**src/rtl/sdram_arb_pkg.sv**
```systemverilog
// sdram_arb_pkg: shared state type, grant-index width helper and default
// width constants for the SDRAM channel arbiters.
package sdram_arb_pkg;

  localparam int DEF_NUM_MASTERS    = 3;
  localparam int DEF_ADDR_WIDTH     = 27;
  localparam int DEF_DATA_WIDTH     = 8;
  localparam int DEF_TIMEOUT_CYCLES = 255;

  typedef enum logic [1:0] {
    IDLE = 2'd0,
    BUSY = 2'd1,
    RESP = 2'd2
  } arb_state_t;

  // Width of a master index; never narrower than one bit.
  function automatic int grant_w(input int n);
    return (n > 1) ? $clog2(n) : 1;
  endfunction

endpackage

```
**src/rtl/sdram_channel_arbiter_rr_picker.sv**
```systemverilog
// rr_picker: combinational round-robin winner selection. The search starts
// at the master after last_grant and wraps around, so the most recently
// served master has the lowest priority.
module rr_picker
  import sdram_arb_pkg::*;
#(
  parameter int N       = DEF_NUM_MASTERS,
  parameter int GRANT_W = grant_w(N)
) (
  input  logic [N-1:0]       req,
  input  logic [GRANT_W-1:0] last_grant,
  output logic               valid,
  output logic [GRANT_W-1:0] winner
);

  logic [GRANT_W-1:0] cand;

  // First requester at or after last_grant+1 (mod N) wins.
  always_comb begin
    valid  = 1'b0;
    winner = '0;
    cand   = '0;
    for (int off = 1; off <= N; off++) begin
      cand = GRANT_W'((int'(last_grant) + off) % N);
      if (!valid && req[cand]) begin
        valid  = 1'b1;
        winner = cand;
      end
    end
  end

endmodule

```
**src/rtl/sdram_channel_arbiter.sv**
```systemverilog
// sdram_channel_arbiter: round-robin arbitration of NUM_MASTERS requesters
// onto one SDRAM controller channel. Master 0 is the upload master; while
// upload is high only it may be granted. The granted request is registered
// onto the channel and held until sdram_done, then answered with a read-data
// register update and a one-cycle m_done pulse.
// Optional feature: define ARB_WATCHDOG_EN to add a BUSY watchdog that aborts
// a stalled transaction after TIMEOUT_CYCLES and raises sticky timeout_err.
//
// state | meaning
// ------+--------------------------------------------------------------
// IDLE  | channel free; grant the round-robin winner when sdram_ready
// BUSY  | request held on the channel; wait for sdram_done (or watchdog)
// RESP  | m_done[grant] high for this one cycle; requests ignored
module sdram_channel_arbiter
  import sdram_arb_pkg::*;
#(
  parameter int NUM_MASTERS    = DEF_NUM_MASTERS,
  parameter int ADDR_WIDTH     = DEF_ADDR_WIDTH,
  parameter int DATA_WIDTH     = DEF_DATA_WIDTH,
  parameter int TIMEOUT_CYCLES = DEF_TIMEOUT_CYCLES
) (
  input  logic                                   clk,
  input  logic                                   reset_n,
  input  logic                                   upload,
  input  logic [NUM_MASTERS-1:0][ADDR_WIDTH-1:0] m_addr,
  input  logic [NUM_MASTERS-1:0][DATA_WIDTH-1:0] m_data,
  input  logic [NUM_MASTERS-1:0]                 m_rnw,
  input  logic [NUM_MASTERS-1:0]                 m_ram_cs,
  output logic [NUM_MASTERS-1:0][DATA_WIDTH-1:0] m_q,
  output logic [NUM_MASTERS-1:0]                 m_ready,
  output logic [NUM_MASTERS-1:0]                 m_done,
  output logic [ADDR_WIDTH-1:0]                  sdram_addr,
  output logic [DATA_WIDTH-1:0]                  sdram_data,
  output logic                                   sdram_rnw,
  output logic                                   sdram_ram_cs,
  output logic                                   sdram_sram_cs,
  input  logic [DATA_WIDTH-1:0]                  sdram_q,
  input  logic                                   sdram_ready,
  input  logic                                   sdram_done
`ifdef ARB_WATCHDOG_EN
  ,
  output logic                                   timeout_err
`endif
);

  localparam int GRANT_W = grant_w(NUM_MASTERS);
  localparam logic [NUM_MASTERS-1:0] UPLOAD_MASK = NUM_MASTERS'(1);
  localparam logic [GRANT_W-1:0]     LAST_RESET  = GRANT_W'(NUM_MASTERS - 1);

  arb_state_t              state;
  logic [GRANT_W-1:0]      grant;
  logic [GRANT_W-1:0]      last_grant;
  logic [NUM_MASTERS-1:0]  eligible;
  logic                    pick_valid;
  logic [GRANT_W-1:0]      pick_winner;

`ifdef ARB_WATCHDOG_EN
  localparam int WD_W = 16;
  localparam logic [WD_W-1:0] WD_LOAD = WD_W'(TIMEOUT_CYCLES - 1);
  logic [WD_W-1:0] wd_cnt;
`endif

  // The controller's ready is simply fanned out to every master.
  assign m_ready       = {NUM_MASTERS{sdram_ready}};
  assign sdram_sram_cs = 1'b0;

  // Upload mode narrows the candidate set to master 0 only.
  assign eligible = m_ram_cs & (upload ? UPLOAD_MASK : {NUM_MASTERS{1'b1}});

  rr_picker #(
    .N       (NUM_MASTERS),
    .GRANT_W (GRANT_W)
  ) u_rr_picker (
    .req        (eligible),
    .last_grant (last_grant),
    .valid      (pick_valid),
    .winner     (pick_winner)
  );

  // Arbitration FSM; all channel and response outputs are registered here.
  always_ff @(posedge clk or negedge reset_n) begin
    if (!reset_n) begin
      state        <= IDLE;
      grant        <= '0;
      last_grant   <= LAST_RESET;
      sdram_addr   <= '0;
      sdram_data   <= '0;
      sdram_rnw    <= 1'b0;
      sdram_ram_cs <= 1'b0;
      m_done       <= '0;
      m_q          <= '1;
`ifdef ARB_WATCHDOG_EN
      wd_cnt       <= '0;
      timeout_err  <= 1'b0;
`endif
    end else begin
      m_done <= '0;
      case (state)
        IDLE: begin
          if (pick_valid && sdram_ready) begin
            grant        <= pick_winner;
            sdram_addr   <= m_addr[pick_winner];
            sdram_data   <= m_data[pick_winner];
            sdram_rnw    <= m_rnw[pick_winner];
            sdram_ram_cs <= 1'b1;
`ifdef ARB_WATCHDOG_EN
            wd_cnt       <= WD_LOAD;
`endif
            state        <= BUSY;
          end
        end
        BUSY: begin
          if (sdram_done) begin
            if (sdram_rnw) begin
              m_q[grant] <= sdram_q;
            end
            sdram_ram_cs  <= 1'b0;
            last_grant    <= grant;
            m_done[grant] <= 1'b1;
            state         <= RESP;
          end
`ifdef ARB_WATCHDOG_EN
          // Terminal count with no completion: give up and poison the read data.
          else if (wd_cnt == '0) begin
            m_q[grant]    <= '1;
            timeout_err   <= 1'b1;
            sdram_ram_cs  <= 1'b0;
            last_grant    <= grant;
            m_done[grant] <= 1'b1;
            state         <= RESP;
          end else begin
            wd_cnt <= wd_cnt - 1'b1;
          end
`endif
        end
        RESP: begin
          state <= IDLE;
        end
        default: begin
          state <= IDLE;
        end
      endcase
    end
  end

endmodule

```
**config.mk**
```make
export PLATFORM = sky130hd
export DESIGN_NAME = sdram_channel_arbiter
export DESIGN_NICKNAME = d
export VERILOG_FILES = /design/src/rtl/sdram_arb_pkg.sv /design/src/rtl/sdram_channel_arbiter_rr_picker.sv /design/src/rtl/sdram_channel_arbiter.sv
export SDC_FILE = /design/constraint.sdc
export NUM_CORES = 1
export LEC_CHECK = 0
export BUFFER_PORTS_ARGS = -buffer_cell sky130_fd_sc_hd__buf_2
export CAP_MARGIN = 10
export CELL_PAD_IN_SITES_DETAIL_PLACEMENT = 1
export CELL_PAD_IN_SITES_GLOBAL_PLACEMENT = 1
export CORE_MARGIN = 2
export CORE_UTILIZATION = 33
export DETAILED_ROUTE_END_ITERATION = 8
export GPL_TIMING_DRIVEN = 0
export HOLD_SLACK_MARGIN = 0.03
export PLACE_DENSITY = 0.8
export RECOVER_POWER = 25
export SLEW_MARGIN = 10
export SYNTH_ARGS = -nofsm -noshare
export SYNTH_HDL_FRONTEND = slang
export SYNTH_SLANG_ARGS = --single-unit
```
**constraint.sdc**
```tcl
create_clock -name clk -period 2.5 [get_ports clk]
set_input_delay 0.125 -clock clk [delete_from_list [all_inputs] [get_ports clk]]
set_output_delay 0.125 -clock clk [all_outputs]
set_load 0.01 [all_outputs]
```
==> results.cfg <==
[critical_path]
startpoint_type = flip-flop
cp_cell_sequence = ha_1 > buf_4 > a22oi_2 > o2bb2ai_1 > mux2i_1 > a22oi_1 > buf_4 > buf_12 > mux2i_2 > o21ai_1
worstPathRequired_ns = 2.71
critPathTopFamily = compound AO/OA/AOI/OAI gates
cp_data_arrival_time_ns = 2.56
path_buf_inv = 3
worst_path_most_repeated_cell = buf_4
crit_path_max_fanout = 10
slowest_delay_ns = 0.55
worstSetupPathType = flip-flop to flip-flop
endpoint_kind = flip-flop
cpMaxStageDelayCell = dfstp_2

[floorplan]
initial_utilization = 0.336
die_x_um = 106
die-area_um2 = 11300
die_height_um = 106
core_area_um2 = 10200
ios = 192
rows = 37

[cells_and_area]
fillerInstances = 1170
final_nets = 650
regArea_um2 = 1780
fin_util = 0.516
diodes = 0
drive_gt1_frac = 0.568
multiInputGateArea_um2 = 1540
area_delta_synth_final_pct = 53.5
finalNonFillerCells = 664

[synthesis]
synth.area.top_cells = dfrtp_1 33%, dfstp_2 19%, mux2i_1 11%
synth-main-ff-cell = dfrtp_1
yosysUniqueCellTypes = 37
synth.net_count = 408
synth_edf_count = 0
synthCells = 281
yosysTopAreaCell = dfrtp_1
async_flop_share = 1.00
syn-cell-area_um2 = 3440
synth_most_common_cell = dfrtp_1
syn_area_per_cell_um2 = 12.2
synth_top_area_share = 0.327
synthTopCellsByCount = 45 x dfrtp_1, 38 x mux2i_1, 37 x a22oi_1
yosysSeqAreaShare = 0.518
ys_warn_count = 0
ys_seq_elements = 70

[sta]
min_period_ns = 2.35
rsz0062_at_grt = no
hold_violations = 0
slew-limit-headroom = -0.250
setup_viol = 0
period_share = 0.940
fin_ws_ns = 0.149
worst_pin_slew_ns = 1.88
drv_slew = 34
tns_ns = 0
skew_ns = 0.0126
fmax_mhz = 425

[placement]
place_ws_ns = -0.162
dp_cells = 608
hpwl_um = 8760
gp_congestion = 0.785
io_buffer_count = 190

[route]
vias_per_cell = 4.98
dr.pass1.iters = 4
wirelength_um = 12100
drc = 0
drtIter0Drc = 128
avgRoutedWirePerCell_um = 18.3
antenna_left = 0
vias = 3306

[global_routing]
grt_pass1_wl_um = 18600
antenna_found_initial = 0
gr-total-overflow = 0
grt_util_all_layers = 0.214
grt_pass1_vias = 3614
grt_max_degree = 38

[clock_network]
tritoncts = built
clk_pin_slew_ns = 0.08
clk_path_buf_depth = 2
numClockSinks = 70
cts-root-buf = clkbuf_8
numCtsBuffers = 9
ctsHtreeMaxLevel = 3
clock_latency_ns = 0.34

[job]
drv_cap = 1

[worst_hold_path]
hold_path.class = input port to flip-flop

[run_status]
status = complete, but fails checks
violations = max-capacitance violations, max-slew violations

[power_and_ir_drop]
irDropWorstVdd_uv = 429
finalPower_w = 0.00593
p_leak_nw = 2.72
powerDensity_nw_per_um2 = 1120
-- sequential cells by signal (all words and copies together) (netlist names), 2 cells and up --
register    count
sdram_addr     27
m_q            24
m_done          3
grant           2
last_grant      2
sdram_data      8
state           2
-- report_power, final --
| part | leakage, nW | internal [W] | switching [W] |
|---|---|---|---|
| Sequential | 0.821 | 0.00179 | 0.000295 |
| Combinational | 1.80 | 0.00145 | 0.00152 |
| Clock | 0.0938 | 0.000422 | 0.000462 |
-- worst min-delay path: stages --
cell     delay (ns)
buf_2          0.08
a22oi_1        0.06
o21ai_1        0.07
-- routing by layer --
layer	track usage	vias up	wire length [um]
met5	0	-	0
met4	0.0526	0	107
met3	0.0454	10	711
met2	0.401	150	6400
met1	0.248	1621	4900
li1	-	1525	-
-- metrics by stage --
stage,hold slack (ns),area (um2)
2_1_floorplan,-0.171,3440
3_3_place_gp,0.336,4560
3_5_place_dp,0.102,4580
4_1_cts,0.0317,5150
5_1_grt,0.0268,5280
6_report,0.0396,5280
-- final cells by class --
cell class	count	share of cell area
buffer	20	0.0389
clock buffer	10	0.0282
clock inverter	6	0.00806
inverter	6	0.00427
multi-input combinational	185	0.292
sequential	70	0.338
tap	136	0.0322
timing repair buffer	231	0.259
-- logic make-up after synthesis --
logic type,share of synthesized area
simple gates,0.0433
fa+ha+maj,0.0109
buf+inv,0.0546
other cells,0.00109
compound gates,0.178
mux,0.194
flops,0.518
-- layout by cell type (no fill, tap or decap), types with 3 or more instances in the layout --
master and instances:
a22oi_1 37, clkbuf_8 10, mux2i_2 4, buf_4 12, o21ai_0 5, dfrtp_1 45, inv_1 5, nand2_1 11
buf_6 5, nand2b_1 3, mux2_2 24, clkbuf_4 3, dlygate4sd3_1 33, mux2i_4 3, dfstp_2 25, mux2i_1 31
buf_2 190, o21ai_1 35, buf_12 3
-- path summary, 6_finish.rpt --
path                                      startpoint                         end  slack (ns)  cells past startpoint
setup / recovery           last_grant[1]$_DFFE_PN1P_  sdram_addr[18]$_DFFE_PN0P_        0.15                     10
hold / removal                            m_addr[73]  sdram_addr[19]$_DFFE_PN0P_        0.04                      3
setup reg to reg           last_grant[1]$_DFFE_PN1P_  sdram_addr[18]$_DFFE_PN0P_        0.15                     10
hold reg to reg             sdram_ram_cs$_DFFE_PN0P_    sdram_ram_cs$_DFFE_PN0P_        0.47                      2
max in group asynchronous                    reset_n        grant[0]$_DFFE_PN0P_        0.57                      2
min in group asynchronous                    reset_n        grant[1]$_DFFE_PN0P_        0.85                      2
-- repair_timing --
action	in CTS	in global routing
endpoints found under the setup margin	30	38
buffers inserted	2	3
cloned	0	2
pin swaps	1	5
hold buffers	33	0
endpoints found under the hold margin	48	0
resized for setup	7	20
Power figures use the tool's default switching activity.
